**config.mk**
```make
export PLATFORM = sky130hd
export DESIGN_NAME = lpif_txrx_x4_asym2_half_slave_rx_align_flat
export DESIGN_NICKNAME = d
export VERILOG_FILES = /design/src/rtl/lpif_asym2_pkg.sv /design/src/rtl/lpif_txrx_x4_asym2_half_slave_rx_align_if.sv /design/src/rtl/lpif_asym2_payload_unpack.sv /design/src/rtl/lpif_txrx_x4_asym2_half_slave_rx_align.sv /design/src/flat_wrapper.sv
export SDC_FILE = /design/constraint.sdc
export NUM_CORES = 1
export LEC_CHECK = 0
export CAP_MARGIN = 0
export CORE_MARGIN = 4
export CORE_UTILIZATION = 40
export CTS_CLUSTER_DIAMETER = 100
export DETAILED_ROUTE_END_ITERATION = 10
export GPL_ROUTABILITY_DRIVEN = 0
export GPL_TIMING_DRIVEN = 1
export PLACE_DENSITY = 0.82
export SLEW_MARGIN = 30
export SYNTH_ARGS = -nofsm -noshare
export SYNTH_HDL_FRONTEND = slang
export SYNTH_SLANG_ARGS = --single-unit
export TNS_END_PERCENT = 30
```
**constraint.sdc**
```tcl
create_clock -name clk_wr -period 2.35 [get_ports clk_wr]
set_clock_uncertainty 0.15 [all_clocks]
set_input_delay 0.47 -clock clk_wr [delete_from_list [all_inputs] [get_ports clk_wr]]
set_output_delay 0.47 -clock clk_wr [all_outputs]
set_load 0.05 [all_outputs]
```
**src/rtl/lpif_asym2_pkg.sv**
```systemverilog
// rtl/lpif_asym2_pkg.sv - word/payload layout, aligner states and window test for the asym2 slave rx aligner
package lpif_asym2_pkg;
  localparam int MRK_BIT = 79;
  localparam int STB_BIT = 0;
  localparam int PLD_LSB = 1;
  localparam int PLD_W   = 77;
  localparam int WORD_W  = 80;

  typedef enum logic [1:0] {
    OFFLINE = 2'b00,
    HUNT    = 2'b01,
    CHECK   = 2'b10,
    LOCKED  = 2'b11
  } align_state_e;

  // Declared MSB first so that state lands in payload bits [3:0].
  typedef struct packed {
    logic        valid;
    logic        crc_valid;
    logic [3:0]  crc;
    logic        dvalid;
    logic [63:0] data;
    logic [1:0]  protid;
    logic [3:0]  state;
  } payload_t;

  function automatic logic window_good(input logic [WORD_W-1:0] first,
                                       input logic [WORD_W-1:0] second);
    return first[MRK_BIT] && !second[MRK_BIT] && first[STB_BIT];
  endfunction
endpackage

```
**src/rtl/lpif_txrx_x4_asym2_half_slave_rx_align_if.sv**
```systemverilog
// rtl/lpif_txrx_x4_asym2_half_slave_rx_align_if.sv - phy input and upstream/status outputs of the rx aligner
interface lpif_txrx_x4_asym2_half_slave_rx_align_if;
  logic         rx_online;
  logic [159:0] rx_phy0;
  logic [7:0]   ustrm_state;
  logic [3:0]   ustrm_protid;
  logic [127:0] ustrm_data;
  logic [1:0]   ustrm_dvalid;
  logic [7:0]   ustrm_crc;
  logic [1:0]   ustrm_crc_valid;
  logic [1:0]   ustrm_valid;
  logic         rx_align_locked;
  logic         rx_align_phase;
  logic [15:0]  rx_align_err_cnt;
  logic [31:0]  rx_upstream_debug_status;

  modport slave (
    input  rx_online, rx_phy0,
    output ustrm_state, ustrm_protid, ustrm_data, ustrm_dvalid, ustrm_crc,
           ustrm_crc_valid, ustrm_valid, rx_align_locked, rx_align_phase,
           rx_align_err_cnt, rx_upstream_debug_status
  );

  modport master (
    output rx_online, rx_phy0,
    input  ustrm_state, ustrm_protid, ustrm_data, ustrm_dvalid, ustrm_crc,
           ustrm_crc_valid, ustrm_valid, rx_align_locked, rx_align_phase,
           rx_align_err_cnt, rx_upstream_debug_status
  );
endinterface

```
**src/rtl/lpif_asym2_payload_unpack.sv**
```systemverilog
// rtl/lpif_asym2_payload_unpack.sv - splits one 77-bit payload into the LPIF upstream fields of one beat
module lpif_asym2_payload_unpack
  import lpif_asym2_pkg::*;
(
  input  logic [PLD_W-1:0] payload,
  output logic [3:0]       state,
  output logic [1:0]       protid,
  output logic [63:0]      data,
  output logic             dvalid,
  output logic [3:0]       crc,
  output logic             crc_valid,
  output logic             valid
);
  payload_t p;

  assign p         = payload;
  assign state     = p.state;
  assign protid    = p.protid;
  assign data      = p.data;
  assign dvalid    = p.dvalid;
  assign crc       = p.crc;
  assign crc_valid = p.crc_valid;
  assign valid     = p.valid;
endmodule

```
**src/rtl/lpif_txrx_x4_asym2_half_slave_rx_align.sv**
```systemverilog
// rtl/lpif_txrx_x4_asym2_half_slave_rx_align.sv - marker hunt/lock FSM and half-rate upstream unpack for the asym2 slave
module lpif_txrx_x4_asym2_half_slave_rx_align
  import lpif_asym2_pkg::*;
#(
  parameter int LOCK_CNT   = 8,
  parameter int UNLOCK_CNT = 4
) (
  input  logic clk_wr,
  input  logic rst_wr,
  lpif_txrx_x4_asym2_half_slave_rx_align_if.slave bus
);
  localparam logic [7:0] LOCK_N   = 8'(LOCK_CNT);
  localparam logic [7:0] UNLOCK_N = 8'(UNLOCK_CNT);

  logic [WORD_W-1:0] curr_lo, curr_hi, prev_upper;
  logic              w0_good, w1_good, sel_good;
  align_state_e      state;
  logic              phase, locked;
  logic [7:0]        cnt, errrun;
  logic [15:0]       err_cnt;
  logic              unused_rsvd;

  logic [PLD_W-1:0] pld       [2];
  logic [3:0]       f_state   [2];
  logic [1:0]       f_protid  [2];
  logic [63:0]      f_data    [2];
  logic             f_dvalid  [2];
  logic [3:0]       f_crc     [2];
  logic             f_crc_vld [2];
  logic             f_valid   [2];

  assign curr_lo = bus.rx_phy0[WORD_W-1:0];
  assign curr_hi = bus.rx_phy0[2*WORD_W-1:WORD_W];
  assign w0_good = window_good(curr_lo, curr_hi);
  assign w1_good = window_good(prev_upper, curr_lo);
  assign sel_good = phase ? w1_good : w0_good;
  assign unused_rsvd = curr_lo[WORD_W-2] ^ prev_upper[WORD_W-2];

  // Phase 1 straddles the cycle boundary: beat0 comes from last cycle's upper word.
  assign pld[0] = phase ? prev_upper[PLD_LSB +: PLD_W] : curr_lo[PLD_LSB +: PLD_W];
  assign pld[1] = phase ? curr_lo[PLD_LSB +: PLD_W]    : curr_hi[PLD_LSB +: PLD_W];

  for (genvar i = 0; i < 2; i++) begin : g_unpack
    lpif_asym2_payload_unpack u_unpack (
      .payload   (pld[i]),
      .state     (f_state[i]),
      .protid    (f_protid[i]),
      .data      (f_data[i]),
      .dvalid    (f_dvalid[i]),
      .crc       (f_crc[i]),
      .crc_valid (f_crc_vld[i]),
      .valid     (f_valid[i])
    );
  end

  always_ff @(posedge clk_wr) begin
    if (rst_wr) begin
      state      <= OFFLINE;
      phase      <= 1'b0;
      locked     <= 1'b0;
      cnt        <= '0;
      errrun     <= '0;
      err_cnt    <= '0;
      prev_upper <= '0;
      bus.ustrm_state     <= '0;
      bus.ustrm_protid    <= '0;
      bus.ustrm_data      <= '0;
      bus.ustrm_dvalid    <= '0;
      bus.ustrm_crc       <= '0;
      bus.ustrm_crc_valid <= '0;
      bus.ustrm_valid     <= '0;
    end else begin
      prev_upper <= curr_hi;
      bus.ustrm_state     <= '0;
      bus.ustrm_protid    <= '0;
      bus.ustrm_data      <= '0;
      bus.ustrm_dvalid    <= '0;
      bus.ustrm_crc       <= '0;
      bus.ustrm_crc_valid <= '0;
      bus.ustrm_valid     <= '0;
      if (!bus.rx_online) begin
        state  <= OFFLINE;
        locked <= 1'b0;
        cnt    <= '0;
        errrun <= '0;
      end else begin
        case (state)
          OFFLINE: state <= HUNT;
          HUNT: begin
            if (w0_good || w1_good) begin
              phase <= !w0_good;
              cnt   <= 8'd1;
              state <= CHECK;
            end
          end
          CHECK: begin
            if (sel_good) begin
              cnt <= cnt + 8'd1;
              if (cnt + 8'd1 == LOCK_N) begin
                state  <= LOCKED;
                locked <= 1'b1;
              end
            end else begin
              cnt   <= '0;
              state <= HUNT;
            end
          end
          LOCKED: begin
            bus.ustrm_state     <= {f_state[1], f_state[0]};
            bus.ustrm_protid    <= {f_protid[1], f_protid[0]};
            bus.ustrm_data      <= {f_data[1], f_data[0]};
            bus.ustrm_dvalid    <= {f_dvalid[1], f_dvalid[0]};
            bus.ustrm_crc       <= {f_crc[1], f_crc[0]};
            bus.ustrm_crc_valid <= {f_crc_vld[1], f_crc_vld[0]};
            if (sel_good) begin
              bus.ustrm_valid <= {f_valid[1], f_valid[0]};
              errrun          <= '0;
            end else begin
              if (err_cnt != 16'hFFFF) err_cnt <= err_cnt + 16'd1;
              if (errrun + 8'd1 == UNLOCK_N) begin
                errrun <= '0;
                state  <= HUNT;
                locked <= 1'b0;
              end else begin
                errrun <= errrun + 8'd1;
              end
            end
          end
          default: state <= OFFLINE;
        endcase
      end
    end
  end

  assign bus.rx_align_locked          = locked;
  assign bus.rx_align_phase           = phase;
  assign bus.rx_align_err_cnt         = err_cnt;
  assign bus.rx_upstream_debug_status = {state, phase, locked, 12'h000, err_cnt};
endmodule

```
**src/flat_wrapper.sv**
```systemverilog
// flat-port wrapper written by rule: the top's interface ports become plain ports
module lpif_txrx_x4_asym2_half_slave_rx_align_flat import lpif_asym2_pkg::*;
#(
  parameter int LOCK_CNT   = 8,
  parameter int UNLOCK_CNT = 4
)
  (clk_wr, rst_wr, bus_rx_online, bus_rx_phy0, bus_ustrm_state, bus_ustrm_protid, bus_ustrm_data, bus_ustrm_dvalid, bus_ustrm_crc, bus_ustrm_crc_valid, bus_ustrm_valid, bus_rx_align_locked, bus_rx_align_phase, bus_rx_align_err_cnt, bus_rx_upstream_debug_status);
  lpif_txrx_x4_asym2_half_slave_rx_align_if bus_i ();
  input  logic clk_wr;
  input  logic rst_wr;
  input wire logic [$bits(bus_i.rx_online)-1:0] bus_rx_online;
  input wire logic [$bits(bus_i.rx_phy0)-1:0] bus_rx_phy0;
  output wire logic [$bits(bus_i.ustrm_state)-1:0] bus_ustrm_state;
  output wire logic [$bits(bus_i.ustrm_protid)-1:0] bus_ustrm_protid;
  output wire logic [$bits(bus_i.ustrm_data)-1:0] bus_ustrm_data;
  output wire logic [$bits(bus_i.ustrm_dvalid)-1:0] bus_ustrm_dvalid;
  output wire logic [$bits(bus_i.ustrm_crc)-1:0] bus_ustrm_crc;
  output wire logic [$bits(bus_i.ustrm_crc_valid)-1:0] bus_ustrm_crc_valid;
  output wire logic [$bits(bus_i.ustrm_valid)-1:0] bus_ustrm_valid;
  output wire logic [$bits(bus_i.rx_align_locked)-1:0] bus_rx_align_locked;
  output wire logic [$bits(bus_i.rx_align_phase)-1:0] bus_rx_align_phase;
  output wire logic [$bits(bus_i.rx_align_err_cnt)-1:0] bus_rx_align_err_cnt;
  output wire logic [$bits(bus_i.rx_upstream_debug_status)-1:0] bus_rx_upstream_debug_status;
  assign bus_i.rx_online = bus_rx_online;
  assign bus_i.rx_phy0 = bus_rx_phy0;
  assign bus_ustrm_state = bus_i.ustrm_state;
  assign bus_ustrm_protid = bus_i.ustrm_protid;
  assign bus_ustrm_data = bus_i.ustrm_data;
  assign bus_ustrm_dvalid = bus_i.ustrm_dvalid;
  assign bus_ustrm_crc = bus_i.ustrm_crc;
  assign bus_ustrm_crc_valid = bus_i.ustrm_crc_valid;
  assign bus_ustrm_valid = bus_i.ustrm_valid;
  assign bus_rx_align_locked = bus_i.rx_align_locked;
  assign bus_rx_align_phase = bus_i.rx_align_phase;
  assign bus_rx_align_err_cnt = bus_i.rx_align_err_cnt;
  assign bus_rx_upstream_debug_status = bus_i.rx_upstream_debug_status;
  lpif_txrx_x4_asym2_half_slave_rx_align #(.LOCK_CNT(LOCK_CNT), .UNLOCK_CNT(UNLOCK_CNT)) u_core (.clk_wr(clk_wr), .rst_wr(rst_wr), .bus(bus_i));
endmodule
```
=== Word-level counts from Yosys, hierarchy flattened ===
Cells that the tools add are included.

* Register bits: 270
* RAM bits: 0
* Input port bits: 163
* Bits in read-only memories: 0
* Bits in latches: 0
* Output and inout port bits: 204
* Logic and storage cells: 70
* Memories kept: 0

* Multiply operators: 0
* Shift operators: 0
* $add $sub $neg: 3
* Muxes and demuxes: 19
* Bitwise logic cells: 3
* Order comparisons: 0
* Reductions and logical operators: 19
* Equality and inequality tests: 12
* Divide/modulo/power cells: 0

{| class="wikitable"
|+ Operators by type and width
! operator !! count
|-
| $mux W77 || 2
|-
| $mux W8 || 4
|-
| $add A16 B1 Y16 const B || 1
|-
| $add A8 B1 Y8 const B || 2
|-
| $ne A16 B16 Y1 const B || 1
|-
| $pmux W8 S2 || 1
|-
| $mux W2 || 5
|-
| $eq A8 B3 Y1 const B || 1
|-
| $eq A8 B4 Y1 const B || 1
|-
| $ne A2 B1 Y1 const B || 4
|-
| $pmux W2 S4 || 1
|-
| $reduce_and A4 Y1 || 2
|-
| $mux W1 || 5
|-
| $reduce_and A5 Y1 || 1
|-
| $eq A2 B2 Y1 const B || 2
|-
| $logic_and A1 B1 Y1 || 4
|-
| $reduce_bool A2 Y1 || 2
|-
| $reduce_or A4 Y1 || 1
|-
| $logic_not A1 Y1 || 3
|-
| $ne A3 B3 Y1 const B || 1
|-
| $not A1 Y1 || 3
|-
| $reduce_and A3 Y1 || 1
|-
| $reduce_or A3 Y1 || 1
|-
| $eq A2 B1 Y1 const B || 1
|-
| other kinds (6) || 6
|}

=== Depth between registers and ports, before layout ===
* Depth in word-level cells: 6
* Gate-level depth with buffers: 8
* Depth with buffers taken out: 7

=== By module ===
A second synthesis with hierarchy kept.

* Cells, all modules: 1,104
* Area, all modules: 11,532.3 um^2

{| class="wikitable"
|+ By module, submodules not included
! module !! instances !! area an instance (um^2) !! cells each !! seq. area each (um^2)
|-
| lpif_txrx_x4_asym2_half_slave_rx_align || 1 || 10,376.2 || 950 || 5,385.2
|-
| lpif_asym2_payload_unpack || 2 || 578.1 || 77 || 0.0
|}

=== Least setup slack after synthesis ===
Ideal clock, no wire load.

* Path kind: register to register
* Start: register u_core.cnt[0]
* End: register u_core.state[1]
* Clock period less this slack: 2.501 ns
* Setup slack: -0.151 ns
* Path buffers: 0
* Cell stages (with the launch flop): 8
* Setup time: 0.096 ns
* Required time: 2.104 ns
* Arrival time: 2.255 ns
* Cells stage by stage: dfxtp_1 ha_1 nand3_2 or4_1 o311a_1 or4_4 and2_4 o41ai_2

* Cells in the longest elaborated chain, start to end: 4

{| class="wikitable"
|+ Ends and longest elaborated chain
! what !! RTL line !! text
|-
| start, declared || lpif_txrx_x4_asym2_half_slave_rx_align.sv:19 || <nowiki>logic [7:0] cnt, errrun;</nowiki>
|-
| start signal, assigned || lpif_txrx_x4_asym2_half_slave_rx_align.sv:98 || <nowiki>cnt <= cnt + 8'd1;</nowiki>
|-
| $add A8 B1 Y8 || lpif_txrx_x4_asym2_half_slave_rx_align.sv:99 || <nowiki>if (cnt + 8'd1 == LOCK_N) begin</nowiki>
|-
| $eq A8 B4 Y1 || lpif_txrx_x4_asym2_half_slave_rx_align.sv:99 ||
|-
| $ne A3 B3 Y1 (no line) || n/a ||
|-
| $reduce_and A4 Y1 (no line) || n/a ||
|-
| end signal, assigned || lpif_txrx_x4_asym2_half_slave_rx_align.sv:93 || <nowiki>state <= CHECK;</nowiki>
|-
| end signal, assigned || lpif_txrx_x4_asym2_half_slave_rx_align.sv:100 || <nowiki>state <= LOCKED;</nowiki>
|-
| end signal, assigned || lpif_txrx_x4_asym2_half_slave_rx_align.sv:105 || <nowiki>state <= HUNT;</nowiki>
|-
| end, declared || lpif_txrx_x4_asym2_half_slave_rx_align.sv:17 || <nowiki>align_state_e state;</nowiki>
|}

Every way passes these cells.
A chain may end at the register's enable or synchronous reset.

=== Worst setup path after layout ===
Ends and elaborated chain as after synthesis.

==> metrics.txt <==
via/cell ratio=4.76; cells after synthesis=930; CTS Hold Bufs=0; worst-skew pair later-pin latency=0.53 ns; maximum clock path buffer count=3; Static Leak=5.55 nW; status=finished with violations; root buffer cell=clkbuf_16; DRC=0; Fmax=roughly 420 MHz; DRT antenna net count=0; most frequent cells in the layout=300 x clkdlybuf4s50_1, 264 x dfxtp_1, 180 x nor2_1, 156 x mux2i_1, 81 x nor2b_1; clock network fraction of total power=0.447; NetSw=1.99 mW; Fin. Hold Viols=0; row count=between 50 and 60; # nets final=1443; Crit Path Max Fanout=6; number of synthesized register bits=269; Cell Pwr Density=662 nW/um^2; Wirelength per Cell=between 15 and 20 um; combinational power share=0.063; Async S/R FF share, synth=0; minimum clock period=around 2.4 ns; Max Cap Viol=0; final core occ=0.610; largest net degree at the start of global routing=116; Final setup viols=1; CTS H-tree lvls=1; Overflow after GRT=0; Worst Path Arrival=2.63 ns; Core Footprint=~24000 um^2; router iterations before antenna repair=5; worst-margin pin slew=around 0.9 ns; Power Internal=7.51 mW; period utilization=1.00; Initial Util=0.408; Post-synth EDFFs=0; Port Buffer Count=roughly 350; Yosys Warn Count=0; layout cell share with drive strength beyond 1=0.0697; clock sinks=about 270; Hold WC Path Type=input port to flip-flop; crit path capture type=flip-flop; top_reg_cell synth=dfxtp_1; Place WS=-0.0957 ns; Rel. slew slack=0.386; Mapped Area=~9600 um^2; sequential group share of total power=0.490; WP data required=2.62 ns; vias in the first global route=7828; initial antenna violation count=3; P&R area growth vs syn=49.5%; post-route cell area=around 14000 um^2; Net Sw Frac=0.210; Clk pin slew, worst setup/hold paths=0.06 ns; Post-DP Area=13500 um^2; initial drt markers=445; sequential cell area fraction in the yosys report=0.561; Slew Limit Fails=0; die area=between 20000 and 30000 um^2; Min Hold Slack=between 0.1 and 0.15 ns; crit start category=flip-flop; die height=163 um; first-pass GRT wire length=slightly above 40 mm; Num CTS Buffers=28; DRT Wirelength=26.3 mm; chip width=roughly 160 um; kind of critical path=flip-flop to flip-flop; number of distinct library cells after synthesis=51; RSZ-0062 raised after global routing=true; CTS tree=yes; Global Route Usage Sum=0.188; violated checks=negative setup slack; IO Pins=367; DP HPWL=18.8 mm; Post-Syn Area per Cell=10.3 um^2; via count=7678; VDD IR-drop max=0.579 mV; most common cell after layout, fill and taps aside=clkdlybuf4s50_1; setup ws final=-0.00715 ns
[synth_stat cells, types with 2 or more instances]
library cell    n  area [um^2]
a211oi_1        2         15.0
a21oi_1        21          105
a22oi_1         2         15.0
and2_1          3         18.8
and3_1          6         37.5
and4_1          4         35.0
buf_1          13         48.8
buf_4          30          225
clkbuf_1       36          135
dfxtp_1       269         5390
ha_1            8          100
inv_1           6         22.5
mux2i_1       156         1560
nand2_1        20         75.1
nand3_1        12         60.1
nand3b_1        3         22.5
nand4_1         6         37.5
nor2_1        180          676
nor2b_1        81          507
nor3_1          5         25.0
nor3b_1         4         30.0
nor4_1          2         12.5
nor4b_1         2         17.5
o21ai_0        17         85.1
or3_1           7         43.8
or4b_1          2         20.0
xnor2_1         3         26.3
xor2_1          7         61.3
[worst max-delay path: stages (launching register included)]
cell and delay [ns]:
dfxtp_4 0.38, ha_4 0.15, nand3_4 0.09, or4b_1 0.47, o311a_1 0.14, or4_4 0.50
and2_4 0.17, o41ai_4 0.20
[registers in the layout, indices dropped and copies added (netlist names), 4 cells and up]
signal,cells
u_core.bus.rx_align_err_cnt,16
u_core.bus.ustrm_crc,8
u_core.bus.ustrm_data,128
u_core.bus.ustrm_protid,4
u_core.bus.ustrm_state,8
u_core.cnt,8
u_core.errrun,8
u_core.prev_upper,79
[cell type report]
| cell class | instances | area, um^2 |
|---|---|---|
| clock buffer | 43 | 830 |
| fill | 1961 | 9180 |
| antenna | 1 | 2.50 |
| sequential | 269 | 5400 |
| tap | 319 | 399 |
| clock inverter | 7 | 62.6 |
| inverter | 6 | 22.5 |
| multi-input combinational | 587 | 3870 |
| timing repair buffer | 380 | 3780 |
[power groups by stage]
stage / Sequential [mW] / Clock (mW) / Combinational [mW]
final: 4.66 / 4.25 / 0.603
after CTS: 4.66 / 4.37 / 0.604
after floorplan: 4.76 / 0 / 0.243
after global routing: 4.66 / 4.57 / 0.650
after detailed placement: 4.76 / 0 / 0.599
after global placement: 4.75 / 0 / 0.583
[metrics by stage]
step / power (mW) / TNS, ns / instances
global placement: 5.33 / -0.230 / 1561
CTS: 9.63 / -0.125 / 1611
global route: 9.88 / -0.0614 / 1612
finish: 9.51 / -0.00715 / 1612
floorplan: 5.00 / 0 / 941
detailed placement: 5.36 / -0.552 / 1561
[routing by layer]
metal | GRT usage | wire length [um] | up-vias
met4 | 0.0724 | 954 | 4
met5 | 0 | 28 | -
met2 | 0.333 | 13000 | 284
met3 | 0.0658 | 2400 | 69
met1 | 0.207 | 9990 | 3578
li1 | - | - | 3743
[path summary, 6_finish.rpt]
kind,slack (ns),startpoint,cells past startpoint,end
worst min register to register,0.32,u_core.prev_upper[8]$_SDFF_PP0_,2,u_core.bus.ustrm_data[1]$_SDFF_PP0_
worst max-delay path,-0.007,u_core.cnt[0]$_SDFFE_PP0P_,7,u_core.state[1]$_SDFFE_PP0P_
worst max register to register,-0.007,u_core.cnt[0]$_SDFFE_PP0P_,7,u_core.state[1]$_SDFFE_PP0P_
worst min-delay path,0.13,rst_wr,3,u_core.bus.rx_align_phase$_SDFFE_PP0P_
[cells by family (layout without fill, tap and decap cells)]
family                   Yosys count  in the layout  synth area share
flip-flops                       269            269             0.561
other                              1             13          0.000390
buffers and inverters             85            436            0.0449
adder cells (fa/ha/maj)            8              8            0.0104
AND/OR/NAND/NOR                  349            349             0.179
AO/OA/AOI/OAI                     52             52            0.0330
multiplexers                     156            156             0.163
XOR/XNOR                          10             10           0.00912
[repair_timing]
action                     in CTS  in global routing
setup buffers                   0                  0
resized for setup              39                 15
setup endpoints to repair      41                 14
pin swaps                       0                  2
Power figures use the tool's default switching activity.
